`src/rtl/riscv_multicycle.sv`:
```
// riscv_multicycle: multi-cycle RV32I-subset core with one shared ALU, one FSM
// and a single unified req/ready memory port that tolerates wait states.
// Optional feature macro: RISCV_PERF_CNT_EN builds the cycle/instret counters;
// without it both counter outputs are tied to zero.
module riscv_multicycle #(
    parameter logic [31:0] RESET_PC = 32'h0000_0000,
    parameter int unsigned ADDR_W   = 32,
    parameter int unsigned WAIT_MAX = 0
) (
    input  logic              clk,
    input  logic              reset_n,
    output logic              mem_req,
    output logic              mem_we,
    output logic [ADDR_W-1:0] mem_addr,
    output logic [31:0]       mem_wdata,
    input  logic [31:0]       mem_rdata,
    input  logic              mem_ready,
    output logic              illegal_instr,
    output logic              mem_err,
    output logic [31:0]       pc,
    output logic [63:0]       cycle_count,
    output logic [63:0]       instret_count
);

    typedef enum logic [3:0] {
        FETCH, DECODE, MEMADR, MEMRD, MEMWB, MEMWR, EXECR, EXECI, ALUWB, BEQ, JAL
    } state_t;

    localparam logic [31:0] WAIT_LAST = (WAIT_MAX > 0) ? 32'(WAIT_MAX - 1) : 32'd0;
    localparam logic [6:0]  OP_LW  = 7'b0000011;
    localparam logic [6:0]  OP_SW  = 7'b0100011;
    localparam logic [6:0]  OP_R   = 7'b0110011;
    localparam logic [6:0]  OP_I   = 7'b0010011;
    localparam logic [6:0]  OP_BR  = 7'b1100011;
    localparam logic [6:0]  OP_JAL = 7'b1101111;

    state_t      state, state_nx;
    logic [31:0] pc_q, oldpc;
    logic [31:0] ir, a, b, alu_out, mdr;
    logic [31:0] regs [32];
    logic [31:0] wait_cnt;
    logic [31:0] alu_x, alu_y, alu_res;
    logic [2:0]  alu_f3;
    logic        alu_sub;
    logic        req_state, acc, timeout, illegal_c, r_ok, i_ok;

    logic [6:0]  opcode, funct7;
    logic [2:0]  funct3;
    logic [4:0]  rd, rs1, rs2;
    logic [31:0] imm_i, imm_s, imm_b, imm_j;

    assign opcode = ir[6:0];
    assign rd     = ir[11:7];
    assign funct3 = ir[14:12];
    assign rs1    = ir[19:15];
    assign rs2    = ir[24:20];
    assign funct7 = ir[31:25];
    assign imm_i  = {{20{ir[31]}}, ir[31:20]};
    assign imm_s  = {{20{ir[31]}}, ir[31:25], ir[11:7]};
    assign imm_b  = {{19{ir[31]}}, ir[31], ir[7], ir[30:25], ir[11:8], 1'b0};
    assign imm_j  = {{11{ir[31]}}, ir[31], ir[19:12], ir[20], ir[30:21], 1'b0};

    // Shared ALU: add/sub, signed set-less-than, or, and (selected by funct3).
    function automatic logic [31:0] alu(input logic [2:0] f3, input logic sub,
                                        input logic [31:0] x, input logic [31:0] y);
        logic signed [31:0] sx, sy;
        logic [31:0]        r;
        sx = x;
        sy = y;
        case (f3)
            3'b010:  r = {31'd0, sx < sy};
            3'b110:  r = x | y;
            3'b111:  r = x & y;
            default: r = sub ? x - y : x + y;
        endcase
        return r;
    endfunction

    assign alu_res = alu(alu_f3, alu_sub, alu_x, alu_y);

    // Memory port: request is dropped at once by reset and for the cycle after a timeout.
    assign req_state = (state == FETCH) || (state == MEMRD) || (state == MEMWR);
    assign mem_req   = req_state && reset_n && !mem_err;
    assign mem_we    = mem_req && (state == MEMWR);
    assign mem_addr  = (state == FETCH) ? {pc_q[ADDR_W-1:2], 2'b00}
                                        : {alu_out[ADDR_W-1:2], 2'b00};
    assign mem_wdata = b;
    assign acc       = mem_req && mem_ready;
    assign timeout   = (WAIT_MAX != 0) && mem_req && !mem_ready && (wait_cnt == WAIT_LAST);
    assign pc        = (state == FETCH) ? pc_q : oldpc;

    // Legal funct3/funct7 combinations for R-type and I-type ALU ops.
    always_comb begin
        case (funct3)
            3'b000:                 r_ok = (funct7 == 7'h00) || (funct7 == 7'h20);
            3'b010, 3'b110, 3'b111: r_ok = (funct7 == 7'h00);
            default:                r_ok = 1'b0;
        endcase
    end
    assign i_ok = (funct3 == 3'b000) || (funct3 == 3'b010) ||
                  (funct3 == 3'b110) || (funct3 == 3'b111);

    // Next-state logic and ALU operand steering.
    always_comb begin
        state_nx  = state;
        alu_x     = a;
        alu_y     = b;
        alu_f3    = 3'b000;
        alu_sub   = 1'b0;
        illegal_c = 1'b0;
        case (state)
            FETCH:  if (acc) state_nx = DECODE;
            DECODE: begin
                alu_x = oldpc;
                alu_y = imm_b;
                case (opcode)
                    OP_LW, OP_SW: state_nx = MEMADR;
                    OP_R:         state_nx = EXECR;
                    OP_I:         state_nx = EXECI;
                    OP_JAL:       state_nx = JAL;
                    OP_BR: begin
                        if (funct3 == 3'b000) begin
                            state_nx = BEQ;
                        end else begin
                            illegal_c = 1'b1;
                            state_nx  = FETCH;
                        end
                    end
                    default: begin
                        illegal_c = 1'b1;
                        state_nx  = FETCH;
                    end
                endcase
            end
            MEMADR: begin
                alu_y    = (opcode == OP_SW) ? imm_s : imm_i;
                state_nx = (opcode == OP_SW) ? MEMWR : MEMRD;
            end
            MEMRD:  if (acc) state_nx = MEMWB;
            MEMWB:  state_nx = FETCH;
            MEMWR:  if (acc) state_nx = FETCH;
            EXECR: begin
                alu_f3    = funct3;
                alu_sub   = funct7[5];
                illegal_c = !r_ok;
                state_nx  = r_ok ? ALUWB : FETCH;
            end
            EXECI: begin
                alu_y     = imm_i;
                alu_f3    = funct3;
                illegal_c = !i_ok;
                state_nx  = i_ok ? ALUWB : FETCH;
            end
            ALUWB:  state_nx = FETCH;
            BEQ:    state_nx = FETCH;
            JAL: begin
                alu_x    = oldpc;
                alu_y    = imm_j;
                state_nx = ALUWB;
            end
            default: state_nx = FETCH;
        endcase
        if (timeout) state_nx = FETCH;
    end

    // Control state: FSM, PC, stall counter and status pulses.
    always_ff @(posedge clk or negedge reset_n) begin
        if (!reset_n) begin
            state         <= FETCH;
            pc_q          <= RESET_PC;
            oldpc         <= RESET_PC;
            wait_cnt      <= '0;
            illegal_instr <= 1'b0;
            mem_err       <= 1'b0;
        end else begin
            state         <= state_nx;
            illegal_instr <= illegal_c;
            mem_err       <= timeout;
            if (mem_req && !mem_ready && !timeout) wait_cnt <= wait_cnt + 32'd1;
            else                                   wait_cnt <= '0;
            if (state == FETCH && acc) begin
                oldpc <= pc_q;
                pc_q  <= pc_q + 32'd4;
            end else if (state == BEQ && a == b) begin
                pc_q  <= alu_out;
            end else if (state == JAL) begin
                pc_q  <= alu_res;
            end
        end
    end

    // Datapath registers: instruction, operands, ALU result and load data.
    always_ff @(posedge clk) begin
        case (state)
            FETCH:                if (acc) ir <= mem_rdata;
            DECODE: begin
                a       <= regs[rs1];
                b       <= regs[rs2];
                alu_out <= alu_res;
            end
            MEMADR, EXECR, EXECI: alu_out <= alu_res;
            MEMRD:                if (acc) mdr <= mem_rdata;
            JAL:                  alu_out <= pc_q;
            default: ;
        endcase
    end

    // Register file write-back; x0 is never written so it always reads zero.
    always_ff @(posedge clk or negedge reset_n) begin
        if (!reset_n) begin
            for (int i = 0; i < 32; i++) regs[i] <= '0;
        end else if (rd != 5'd0) begin
            if (state == MEMWB)      regs[rd] <= mdr;
            else if (state == ALUWB) regs[rd] <= alu_out;
        end
    end

`ifdef RISCV_PERF_CNT_EN
    logic        retire;
    logic [63:0] cyc_q, ret_q;

    assign retire = (state == MEMWB) || (state == ALUWB) || (state == BEQ) ||
                    ((state == MEMWR) && acc);

    // Free-running cycle counter and retired-instruction counter.
    always_ff @(posedge clk or negedge reset_n) begin
        if (!reset_n) begin
            cyc_q <= '0;
            ret_q <= '0;
        end else begin
            cyc_q <= cyc_q + 64'd1;
            if (retire) ret_q <= ret_q + 64'd1;
        end
    end

    assign cycle_count   = cyc_q;
    assign instret_count = ret_q;
`else
    assign cycle_count   = '0;
    assign instret_count = '0;
`endif

endmodule

```
`config.mk`:
```
export PLATFORM = sky130hd
export DESIGN_NAME = riscv_multicycle
export DESIGN_NICKNAME = d
export VERILOG_FILES = /design/src/rtl/riscv_multicycle.sv
export SDC_FILE = /design/constraint.sdc
export NUM_CORES = 2
export LEC_CHECK = 0
export ABC_AREA = 1
export BUFFER_PORTS_ARGS = -buffer_cell sky130_fd_sc_hd__buf_2
export CORE_ASPECT_RATIO = 0.6
export CORE_MARGIN = 3
export CORE_UTILIZATION = 35
export CTS_CLUSTER_DIAMETER = 200
export DETAILED_ROUTE_END_ITERATION = 8
export PLACE_DENSITY = 0.48
export SYNTH_ARGS = -nofsm -noshare
export SYNTH_HDL_FRONTEND = slang
export SYNTH_SLANG_ARGS = --single-unit
```
`constraint.sdc`:
```
create_clock -name clk -period 7.1 [get_ports clk]
set_input_delay 0.355 -clock clk [delete_from_list [all_inputs] [get_ports clk]]
set_output_delay 0.355 -clock clk [all_outputs]
set_load 0.03 [all_outputs]
```
==> metrics.md <==
| Metric | Value |
|---|---|
| Outcome | `finished with violations` |
| Failing checks | `max-capacitance violations, max-slew violations` |
| Initial antenna violation count | `19` |
| Setup_tns | `0 ns` |
| CP max stage delay | `0.91 ns` |
| Share of cells above drive strength 1 | `6.34%` |
| Critical-path maximum fanout | `33` |
| Slew Limit Fails | `4` |
| Worst skew pair latency | `0.83 ns` |
| Residual DRC | `0` |
| Cell Pwr Density | `528 nW/um^2` |
| Async set or reset register ratio after synthesis | `87.2%` |
| Num CTS Buffers | `141` |
| First-pass GRT wire length | `504 mm` |
| DR vias | `72770` |
| Max Cap Violations | `2` |
| Clock transition at path regs | `0.07 ns` |
| Total GRT Usage | `32.5%` |
| DR pass1 iterations | `9` |
| Slew @ Worst Pin | `1.70 ns` |
| RD Place Congestion | `1.07` |
| Slew Limit Headroom | `-14.1%` |
| Clock sinks | `1253` |
| Min Clock Period, post-route | `6.02 ns` |
| Detailed Place HPWL | `224 mm` |
| Root Buffer | `clkbuf_16` |
| F_max | `166 MHz` |
| Seq/Total Area, Yosys | `44.3%` |
| Fin area | `79400 sq um` |
| CP Launch Type | `register` |
| Die area | `213000 sq um` |
| Die width | `594 microns` |
| RSZ-0062 raised after global routing | `no` |
| Initial Util | `35.5%` |
| Cell Area, Placed | `74500 sq um` |
| H-tree depth | `4` |
| Slowest-stage cell, CP | `nor2_1` |
| Crit Path Class | `reg2reg` |
| CORE AREA | `205000 sq um` |
| Area grow syn2layout | `9.43%` |
| Worst Path Arrival | `6.77 ns` |
| Setup crit end kind | `register` |
| Leakage | `0.0343 uW` |
| Final Hold Viols | `0` |
| Row cnt | `128` |
| Final Cycle Share | `84.7%` |
| Unique masters post-synth | `57` |
| Die Height | `359 microns` |
| Area of the mapped netlist | `72600 sq um` |
| Hold crit path type | `in2async` |
| Largest net degree at the start of global routing | `171` |
| Syn Area/Cell | `7.47 sq um` |
| PostCTS Resize Cnt | `0` |
| Clock buffer depth | `4` |
| Io pins | `263` |
| Data required time of the worst path | `7.85 ns` |
| DR iter-0 viols | `10938` |
| Yosys reg bits | `1253` |
| Layout Nets | `9468` |
| Post-Synthesis Cells | `9719` |
| Avg WL per Cell | `29.5 microns` |
| Yosys synthesis warning count | `0` |
| DP Worst Slack | `1.69 ns` |
| EDFF count, synth | `160` |
| Clk_skew | `0.0572 ns` |
| Port-buffer cells | `131` |
| Detail Route Antenna Nets | `0` |
| Critical Path Most Common Cell | `nand2_1` |
| Vias in the first global route | `65080` |
| Peak VDD IR | `0.362 mV` |
| Total congestion overflow | `0` |
| Setup ws final | `1.08 ns` |
| CTS tree | `yes` |
| Synth Flop Type | `dfrtp_1` |
| Post-DR vias/cell | `5.98` |
| DRT Wirelength | `359 mm` |
| Final setup fails | `0` |
==> power breakdown <==
part	total [uW]	switching (uW)	leakage [uW]	internal (uW)
registers	11200	1840	0.0166	9340
clock network	7580	3300	0.00222	4280
logic	23200	17500	0.0155	5630
==> timing repair <==
action,4_1_cts,5_1_grt
hold buffers,33,0
hold endpoints to repair,96,0
buffers inserted,0,0
==> cells by family after synthesis <==
logic type | share of synthesized area (%)
compound gates | 25.7
buf+inv | 9.01
xor+xnor | 0.519
mux | 0.0293
other cells | 0.00517
flops | 44.3
simple gates | 18.7
fa+ha+maj | 1.73
==> cells in the mapped netlist (all sizes together), types with 2 or more instances <==
cell,count,share of area [%]
a211oi,9,0.093
o221ai,234,2.8
and3,3,0.026
ha,97,1.7
or2,12,0.10
o21ai,2294,16
a32oi,54,0.65
o21bai,16,0.17
nor4,13,0.11
dfrtp,1093,38
edfxtp,160,6.6
inv,590,3.1
o22ai,110,0.95
nand3b,8,0.083
buf,277,2.4
a21oi,352,2.4
and2,8,0.069
fa,2,0.055
o211ai,149,1.5
nand2,1948,10
nor3,28,0.22
a31oi,94,0.81
nand3,273,1.9
clkbuf,694,3.6
xnor2,17,0.21
nand4,36,0.32
o21a,9,0.093
a32o,23,0.32
xor2,26,0.31
nor2,1082,5.7
==> layer usage <==
metal	track usage (%)	share of wire (%)	up-vias
met5	3.46	0.27	-
met4	9.01	2.9	18
met3	11.6	13	551
met2	41.7	37	4587
met1	49.6	46	35645
li1	-	-	31969
==> worst paths after layout <==
kind | from | depth (start not counted) | slack, ns | end
setup reg to reg | state[2] | 26 | 1.08 | pc_q[22]
min in group clk | mem_ready | 4 | 0.11 | state[1]
hold reg to reg | regs[995] | 0 | 0.40 | regs[995]
max in group asynchronous | reset_n | 4 | 4.64 | regs[835]
setup / recovery | state[2] | 26 | 1.08 | pc_q[22]
hold / removal | reset_n | 2 | 0.10 | regs[341]
==> cell usage in the layout, fill, tap and decap left out, drive strengths merged, types with 149 or more instances in the layout <==
cell	Yosys	final
o21ai	2294	2294
nand2	1948	1948
dfrtp	1093	1093
nor2	1082	1082
inv	590	592
a21oi	352	352
buf	277	280
nand3	273	273
o221ai	234	234
clkbuf	694	204
edfxtp	160	160
o211ai	149	149
==> area by class of cell <==
class | instances | area, sq um
diodes | 8 | 20.0
clock buffers | 204 | 4110
clock inverters | 39 | 430
fillers | 21132 | 125000
inverters | 591 | 2270
multi-input cells | 7034 | 34700
flip-flops and latches | 1253 | 32200
well taps | 2730 | 3420
repair buffers | 313 | 2330
==> metrics by stage <==
step,hold slack [ns],cells,power (uW),util [%]
after floorplan,0.0594,9849,23900,-
after global placement,0.323,11886,33100,36.4
after detailed placement,0.322,11886,33000,36.4
after CTS,0.0558,12162,40700,38.8
after global routing,0.102,12165,43900,38.8
final,0.102,12172,41900,38.8
==> sequential cells by signal, indices dropped and copies added, names as in the netlist <==
| register | flops |
|---|---|
| a | 32 |
| alu_out | 32 |
| illegal_instr | 1 |
| ir | 32 |
| mdr | 32 |
| mem_wdata | 32 |
| oldpc | 32 |
| pc_q | 32 |
| regs | 1024 |
| state | 4 |
==> critical path, delay by kind of cell (launching register included) <==
family / cells / cell delay (ns)
flops: 1 / 0.38
buf+inv: 5 / 1.48
simple gates: 19 / 3.50
fa+ha+maj: 1 / 0.43
compound gates: 1 / 0.13
Power figures use the tool's default switching activity.
